===== config.mk =====
export PLATFORM = sky130hd
export DESIGN_NAME = serial_addsub
export DESIGN_NICKNAME = d
export VERILOG_FILES = /design/src/rtl/serial_addsub.sv
export SDC_FILE = /design/constraint.sdc
export NUM_CORES = 1
export LEC_CHECK = 0
export BUFFER_PORTS_ARGS = -buffer_cell sky130_fd_sc_hd__buf_2
export CORE_UTILIZATION = 54
export CTS_CLUSTER_DIAMETER = 100
export DETAILED_ROUTE_END_ITERATION = 10
export GPL_TIMING_DRIVEN = 1
export MAX_ROUTING_LAYER = met4
export PLACE_DENSITY_LB_ADDON = 0.1
export SETUP_SLACK_MARGIN = 0.5
export SKIP_LAST_GASP = 1
export SLEW_MARGIN = 20
export SYNTH_ARGS = -nofsm -noshare
export SYNTH_HDL_FRONTEND = slang
export SYNTH_SLANG_ARGS = --single-unit

===== constraint.sdc =====
create_clock -name CLK -period 2 [get_ports CLK]
set_input_delay 0.6 -clock CLK [delete_from_list [all_inputs] [get_ports CLK]]
set_output_delay 0.6 -clock CLK [all_outputs]
set_load 0.02 [all_outputs]

===== src/rtl/serial_addsub.sv =====
// serial_addsub: bit-serial add/subtract unit.
// Operands are loaded in parallel and processed LSB-first, one bit per
// clock, through a single full-adder slice and a carry/borrow flop.
// A START/BUSY/DONE handshake allows back-to-back operations. RESULT,
// CB_OUT and OVF hold the last completed operation.
// Optional feature: define SERIAL_ADDSUB_ZERO_FLAG_EN to add a registered
// ZERO output (RESULT == 0), reset value 1.
module serial_addsub #(
   parameter int unsigned WIDTH = 4
) (
   input  logic             CLK,
   input  logic             RST,
   input  logic             START,
   input  logic             SUB,
   input  logic [WIDTH-1:0] X,
   input  logic [WIDTH-1:0] Y,
   input  logic             CB_IN,
   output logic [WIDTH-1:0] RESULT,
   output logic             CB_OUT,
   output logic             OVF,
   output logic             BUSY,
   output logic             DONE
`ifdef SERIAL_ADDSUB_ZERO_FLAG_EN
   ,
   output logic             ZERO
`endif
);

   // Counter is wide enough to hold WIDTH without wrapping.
   localparam int unsigned CNT_W = $clog2(WIDTH) + 1;

   typedef enum logic [1:0] {
      IDLE  = 2'd0,
      SHIFT = 2'd1,
      FIN   = 2'd2
   } state_t;

   state_t             state;
   logic [WIDTH-1:0]   a_sr;
   logic [WIDTH-1:0]   b_sr;
   logic [WIDTH-1:0]   r_sr;
   logic               sub_q;
   logic               carry;
   logic [CNT_W-1:0]   count;

   logic               b_bit;
   logic               sum_bit;
   logic               carry_nxt;
   logic               last_bit;
   logic               load;
   logic [WIDTH-1:0]   res_nxt;

   // Full-adder slice on the current LSBs; Y bit inverted for subtraction.
   always_comb begin
      b_bit     = b_sr[0] ^ sub_q;
      sum_bit   = a_sr[0] ^ b_bit ^ carry;
      carry_nxt = (a_sr[0] & b_bit) | (a_sr[0] & carry) | (b_bit & carry);
      res_nxt   = {sum_bit, r_sr[WIDTH-1:1]};
      last_bit  = (count == CNT_W'(WIDTH - 1));
      load      = START && ((state == IDLE) || (state == FIN));
   end

   // Control FSM, datapath shift registers and registered outputs.
   always_ff @(posedge CLK or posedge RST) begin
      if (RST) begin
         state  <= IDLE;
         a_sr   <= '0;
         b_sr   <= '0;
         r_sr   <= '0;
         sub_q  <= 1'b0;
         carry  <= 1'b0;
         count  <= '0;
         RESULT <= '0;
         CB_OUT <= 1'b0;
         OVF    <= 1'b0;
         BUSY   <= 1'b0;
         DONE   <= 1'b0;
`ifdef SERIAL_ADDSUB_ZERO_FLAG_EN
         ZERO   <= 1'b1;
`endif
      end else begin
         DONE <= 1'b0;
         if (load) begin
            // Subtraction is X + ~Y + 1 - CB_IN, so the carry flop starts at ~CB_IN.
            a_sr  <= X;
            b_sr  <= Y;
            sub_q <= SUB;
            carry <= SUB ^ CB_IN;
            r_sr  <= '0;
            count <= '0;
            BUSY  <= 1'b1;
            state <= SHIFT;
         end else begin
            case (state)
               IDLE: begin
                  state <= IDLE;
               end
               SHIFT: begin
                  a_sr  <= {1'b0, a_sr[WIDTH-1:1]};
                  b_sr  <= {1'b0, b_sr[WIDTH-1:1]};
                  r_sr  <= res_nxt;
                  carry <= carry_nxt;
                  count <= count + CNT_W'(1);
                  if (last_bit) begin
                     // MSB slice: publish result, carry/borrow and overflow together.
                     RESULT <= res_nxt;
                     CB_OUT <= carry_nxt ^ sub_q;
                     OVF    <= carry ^ carry_nxt;
`ifdef SERIAL_ADDSUB_ZERO_FLAG_EN
                     ZERO   <= (res_nxt == '0);
`endif
                     BUSY   <= 1'b0;
                     DONE   <= 1'b1;
                     state  <= FIN;
                  end
               end
               FIN: begin
                  state <= IDLE;
               end
               default: begin
                  BUSY  <= 1'b0;
                  state <= IDLE;
               end
            endcase
         end
      end
   end

endmodule


; After elaboration in Yosys (flattened, before gate mapping)
; Cells that the tools add are included.
[op_classes]
n_addsub = 1
n_eq_ne = 5
mux = 19
n_bitwise = 12
reduce_logical = 7
[ops]
columns = cell, count
row1 = $mux W4, 6
row2 = $mux W1, 7
row3 = $mux W2, 3
row4 = $mux W3, 2
row5 = $xor A1 B1 Y1, 6
row6 = $add A3 B1 Y3 const B, 1
row7 = $and A1 B1 Y1, 3
row8 = $eq A3 B2 Y1 const B, 1
row9 = $ne A3 B3 Y1 const B, 1
row10 = $reduce_and A3 Y1, 1
row11 = $eq A2 B1 Y1 const B, 1
row12 = $eq A2 B2 Y1 const B, 1
row13 = $logic_not A2 Y1, 1
row14 = $ne A2 B1 Y1 const B, 1
row15 = $or A1 B1 Y1, 2
row16 = $pmux W1 S2, 1
row17 = $reduce_and A2 Y1, 1
row18 = $reduce_bool A2 Y1, 1
row19 = $reduce_or A2 Y1, 1
row20 = $logic_and A1 B1 Y1, 1
row21 = $logic_or A1 B1 Y1, 1
row22 = $not A1 Y1, 1
[word_totals]
reg_bits = 27
elab_cells = 56

; Longest topological paths before layout
[logic_depth]
ltp_word = 6
mapped_depth = 6
ltp_nobuf = 5

; Worst setup path after synthesis
; No wires, ideal clock.
[synth_timing]
path_kind = input to register
startpoint = input START
endpoint = register a_sr[2]
setup_time_ps = 126
arrival_time_ps = 1308
path_slack_ps = 566
cell_stages = 4
path_buffers = 2
path_cell_list = buf_6 -> and2b_4 -> buf_6 -> a221o_1
[synth_between]
elab_chain_len = 2
word_cells_on_any_way = 3
[synth_rtl]
columns = element, line
row1 = start: declaration, 13  ; input logic START,
row2 = $logic_and A1 B1 Y1 *, 60  ; load = START && ((state == IDLE) || (state == FIN));
row3 = $mux W4 or $reduce_bool A2 Y1 (tied branches), --
row4 = end signal: assignment, 99  ; a_sr <= {1'b0, a_sr[WIDTH-1:1]};
row5 = end: declaration, 39  ; logic [WIDTH-1:0] a_sr;
; Mark *: on every way between the ends. The rest lies on a longest branch, timed or not.
; A chain may end at the register's enable or synchronous reset.

; Worst setup path in the final report
[layout_timing]
startpoint = register RESULT[2]
endpoint = output RESULT[2]
[layout_lines]
columns = element, line
row1 = start: declaration, 18  ; output logic [WIDTH-1:0] RESULT,
row2 = start signal: assignment, 106  ; RESULT <= res_nxt;
; No word-level cell between the ends.

==> impl_metrics.env <==
export IMPL_outcome="finished, final reports clean"
export IMPL_max_slew_headroom=0.6696
export IMPL_synth_xor_area_share=0.03550
export IMPL_setup_viol=0
export IMPL_crit_slowest_cell="sky130_fd_sc_hd__dfrtp_1"
export IMPL_hpwlAfterDp_um=1563
export IMPL_routed_via_count=863
export IMPL_number_of_maximum_capacitance_violations=0
export IMPL_ys_ff_latch=26
export IMPL_cts_htree_levels=1
export IMPL_layout_common_cells="sky130_fd_sc_hd__dfrtp_1, sky130_fd_sc_hd__buf_2, sky130_fd_sc_hd__nand2_1"
export IMPL_detail_route_wl_per_cell_um=13.26
export IMPL_criticalPathCategory="reg -> out"
export IMPL_synth_adder_area_share=0.03651
export IMPL_post_syn_area_per_cell_um2=10.92
export IMPL_grt_pass1_vias=863
export IMPL_io_buffers=20
export IMPL_ys_flop_type="sky130_fd_sc_hd__dfrtp_1"
export IMPL_vdd_drop_max_mv=0.9593
export IMPL_count_of_filler_cells_inserted_in_the_layout=157
export IMPL_worstHoldPathType="in -> async"
export IMPL_critPathCaptureType="output port"
export IMPL_path_buf_inv=1
export IMPL_ys_seq_area_frac=0.5274
export IMPL_core_mm2=0.002062
export IMPL_post_route_drc_count=0
export IMPL_synth_compound_area_share=0.1197
export IMPL_routabilityCongestion=0.8439
export IMPL_number_of_buffers_created_by_cts=3
export IMPL_rsz0062_at_grt="yes"
export IMPL_hold_viol=0
export IMPL_drtIter0Drc=11
export IMPL_placement_cell_area_mm2=0.001324
export IMPL_synth_top_cell_area_share=0.5274
export IMPL_design_portCount=21
export IMPL_critPathArrivalTime_ps=880
export IMPL_synthCells=113
export IMPL_synth_async_sr_flop_share=1.000
export IMPL_drive_gt1_frac=0.3022
export IMPL_diodes=0
export IMPL_floorplan_die_height_um=49.80
export IMPL_post_route_min_period_ps=1481
export IMPL_grt_start_max_net_pins=27
export IMPL_netlist_top_cells_area="sky130_fd_sc_hd__dfrtp_1, sky130_fd_sc_hd__nand2_1, sky130_fd_sc_hd__nand2b_1"
export IMPL_synth_edff_count=0
export IMPL_synth_warnings=0
export IMPL_cts_root_buffer_cell="sky130_fd_sc_hd__clkbuf_4"
export IMPL_power_leakage_nw=0.7517
export IMPL_globalRouteTotalUtil=0.2120
export IMPL_reg2reg_slack_ps=570
export IMPL_antenna_found_initial=0
export IMPL_cp_max_fo=2
export IMPL_layout_area_overhead_vs_synth_pct=20.49
export IMPL_synth_simple_gate_area_frac=0.1450
export IMPL_insertion_delay_ps=320
export IMPL_timing_critical_path_cells="buf_6"
export IMPL_clkSlewWorstSetupHoldPaths_ps=150
export IMPL_finalClockSkew_ps=14.73
export IMPL_main_combinational_cell_family_by_area_after_synthesis="simple AND/OR/NAND/NOR gates"
export IMPL_total_standard_cell_area_after_synthesis_mm2=0.001234
export IMPL_synth_cell_types=31
export IMPL_global_route_wire_length_before_repair_um=3808
export IMPL_timing_critical_path_required_ps=1400
export IMPL_per_cell_via_count_in_the_routed_design=5.199
export IMPL_clkSinkCount=26
export IMPL_final_nets=156
export IMPL_fraction_of_synthesized_area_in_multiplexers=0.07606
export IMPL_start_util=0.5983
export IMPL_drtAntennaViolNets=0
export IMPL_slew_violations=0
export IMPL_final_cycle_utilization_of_the_critical_path=0.7406
export IMPL_drt_pass_1_iters=4
export IMPL_achievable_frequency_mhz=675.2
export IMPL_number_of_placement_rows=16
export IMPL_yosys_area_top_type="sky130_fd_sc_hd__dfrtp_1"
export IMPL_overall_power_of_the_completed_layout_mw=2.488
export IMPL_worst_path_dominant_cell_family="flip-flops"
export IMPL_tritoncts_clock_tree="done"
export IMPL_pwr_density_cell_mw_per_mm2=1674
export IMPL_hold_ws_ps=299.3
export IMPL_setup_tns_final_ps=0
export IMPL_floorplan_die_area_mm2=0.002480
export IMPL_final_common_cell="sky130_fd_sc_hd__dfrtp_1"
export IMPL_start_kind="flop"
export IMPL_detail_route_wirelength_um=2201
export IMPL_globalRouteOverflowTotal=0
export IMPL_syn_num_nets=129
export IMPL_die_w_um=49.80
export IMPL_final_non_filler_cell_area_mm2=0.001486
export IMPL_ctsLongestPathBuffers=2
export IMPL_cts_hold_buffers=0
export IMPL_finalCoreUtilization=0.7209
export IMPL_critical_path_max_stage_delay_ps=420
export IMPL_tightest_slew_ps=495.6
worst min-delay path: stages:
cell and delay [ps]:
sky130_fd_sc_hd__buf_2 90, sky130_fd_sc_hd__inv_1 40, sky130_fd_sc_hd__buf_4 310
where the power goes:
part | switching, mW | internal, mW | leakage, nW | total (mW)
Combinational | 0.528 | 0.616 | 0.400 | 1.14
Sequential | 0.231 | 0.757 | 0.324 | 0.989
Clock | 0.152 | 0.203 | 0.0279 | 0.355
synthesized netlist by cell type (all sizes together) (2+ instances only):
| library cell | instances |
|---|---|
| xor2 | 2 |
| dfrtp | 26 |
| and2b | 2 |
| mux2i | 3 |
| mux2 | 5 |
| ha | 2 |
| nor3 | 3 |
| inv | 6 |
| buf | 6 |
| nand3 | 4 |
| a22o | 4 |
| o21ai | 10 |
| nand2b | 6 |
| nor2 | 9 |
| nand2 | 11 |
| o22ai | 4 |
| xnor2 | 3 |
kinds of logic after synthesis:
kind of cell,after synthesis
AOI/OAI and AO/OA,23
xor gates and xnor gates,5
adders and majority gates,3
buffers and inverters,12
DFF,26
muxes,8
and+or+nand+nor,36
state kept, by name, indices dropped and copies added, names as in the netlist:
register  flops
BUSY          1
CB_OUT        1
DONE          1
OVF           1
RESULT        4
a_sr          4
b_sr          4
carry         1
count         3
r_sr          3
state         2
sub_q         1
stage by stage:
stage / std cells / setup WS (ps)
3_5_place_dp: 155 / 460.8
4_1_cts: 159 / 502.2
6_report: 166 / 518.9
3_3_place_gp: 155 / 511.9
5_1_grt: 166 / 474.7
2_1_floorplan: 113 / 565.7
what timing repair did:
item                       in CTS  in global routing
resized for setup               4                 13
setup endpoints to repair       5                 11
buffers inserted                0                  7
pin swaps                       0                  0
area by class of cell:
| cell class | instances | area [um2] | share of cell area |
|---|---|---|---|
| well taps | 27 | 33.78 | 0.02273 |
| flip-flops and latches | 26 | 651.9 | 0.4386 |
| clock inverters | 1 | 30.03 | 0.02020 |
| multi-input cells | 75 | 528.0 | 0.3552 |
| clock buffers | 3 | 22.52 | 0.01515 |
| repair buffers | 28 | 197.7 | 0.1330 |
| inverters | 6 | 22.52 | 0.01515 |
path summary, 6_finish.rpt:
kind	startpoint	to	depth (start not counted)
worst min-delay path	RST	RESULT[2]	3
worst max-delay path	RESULT[2]	RESULT[2]	1
max in group asynchronous	RST	RESULT[1]	3
worst min register to register	b_sr[2]	b_sr[2]	2
worst max register to register	state[1]	a_sr[2]	3
min in group CLK	SUB	sub_q	3
layer usage:
layer  wire length, um  share of wire  global-route usage
met4                12         0.0055             0.07143
met1              1052           0.48              0.2699
met5                 0              0                   -
met2              1080           0.49              0.3423
met3                55          0.025             0.03704
(Power assumes the default switching activity.)
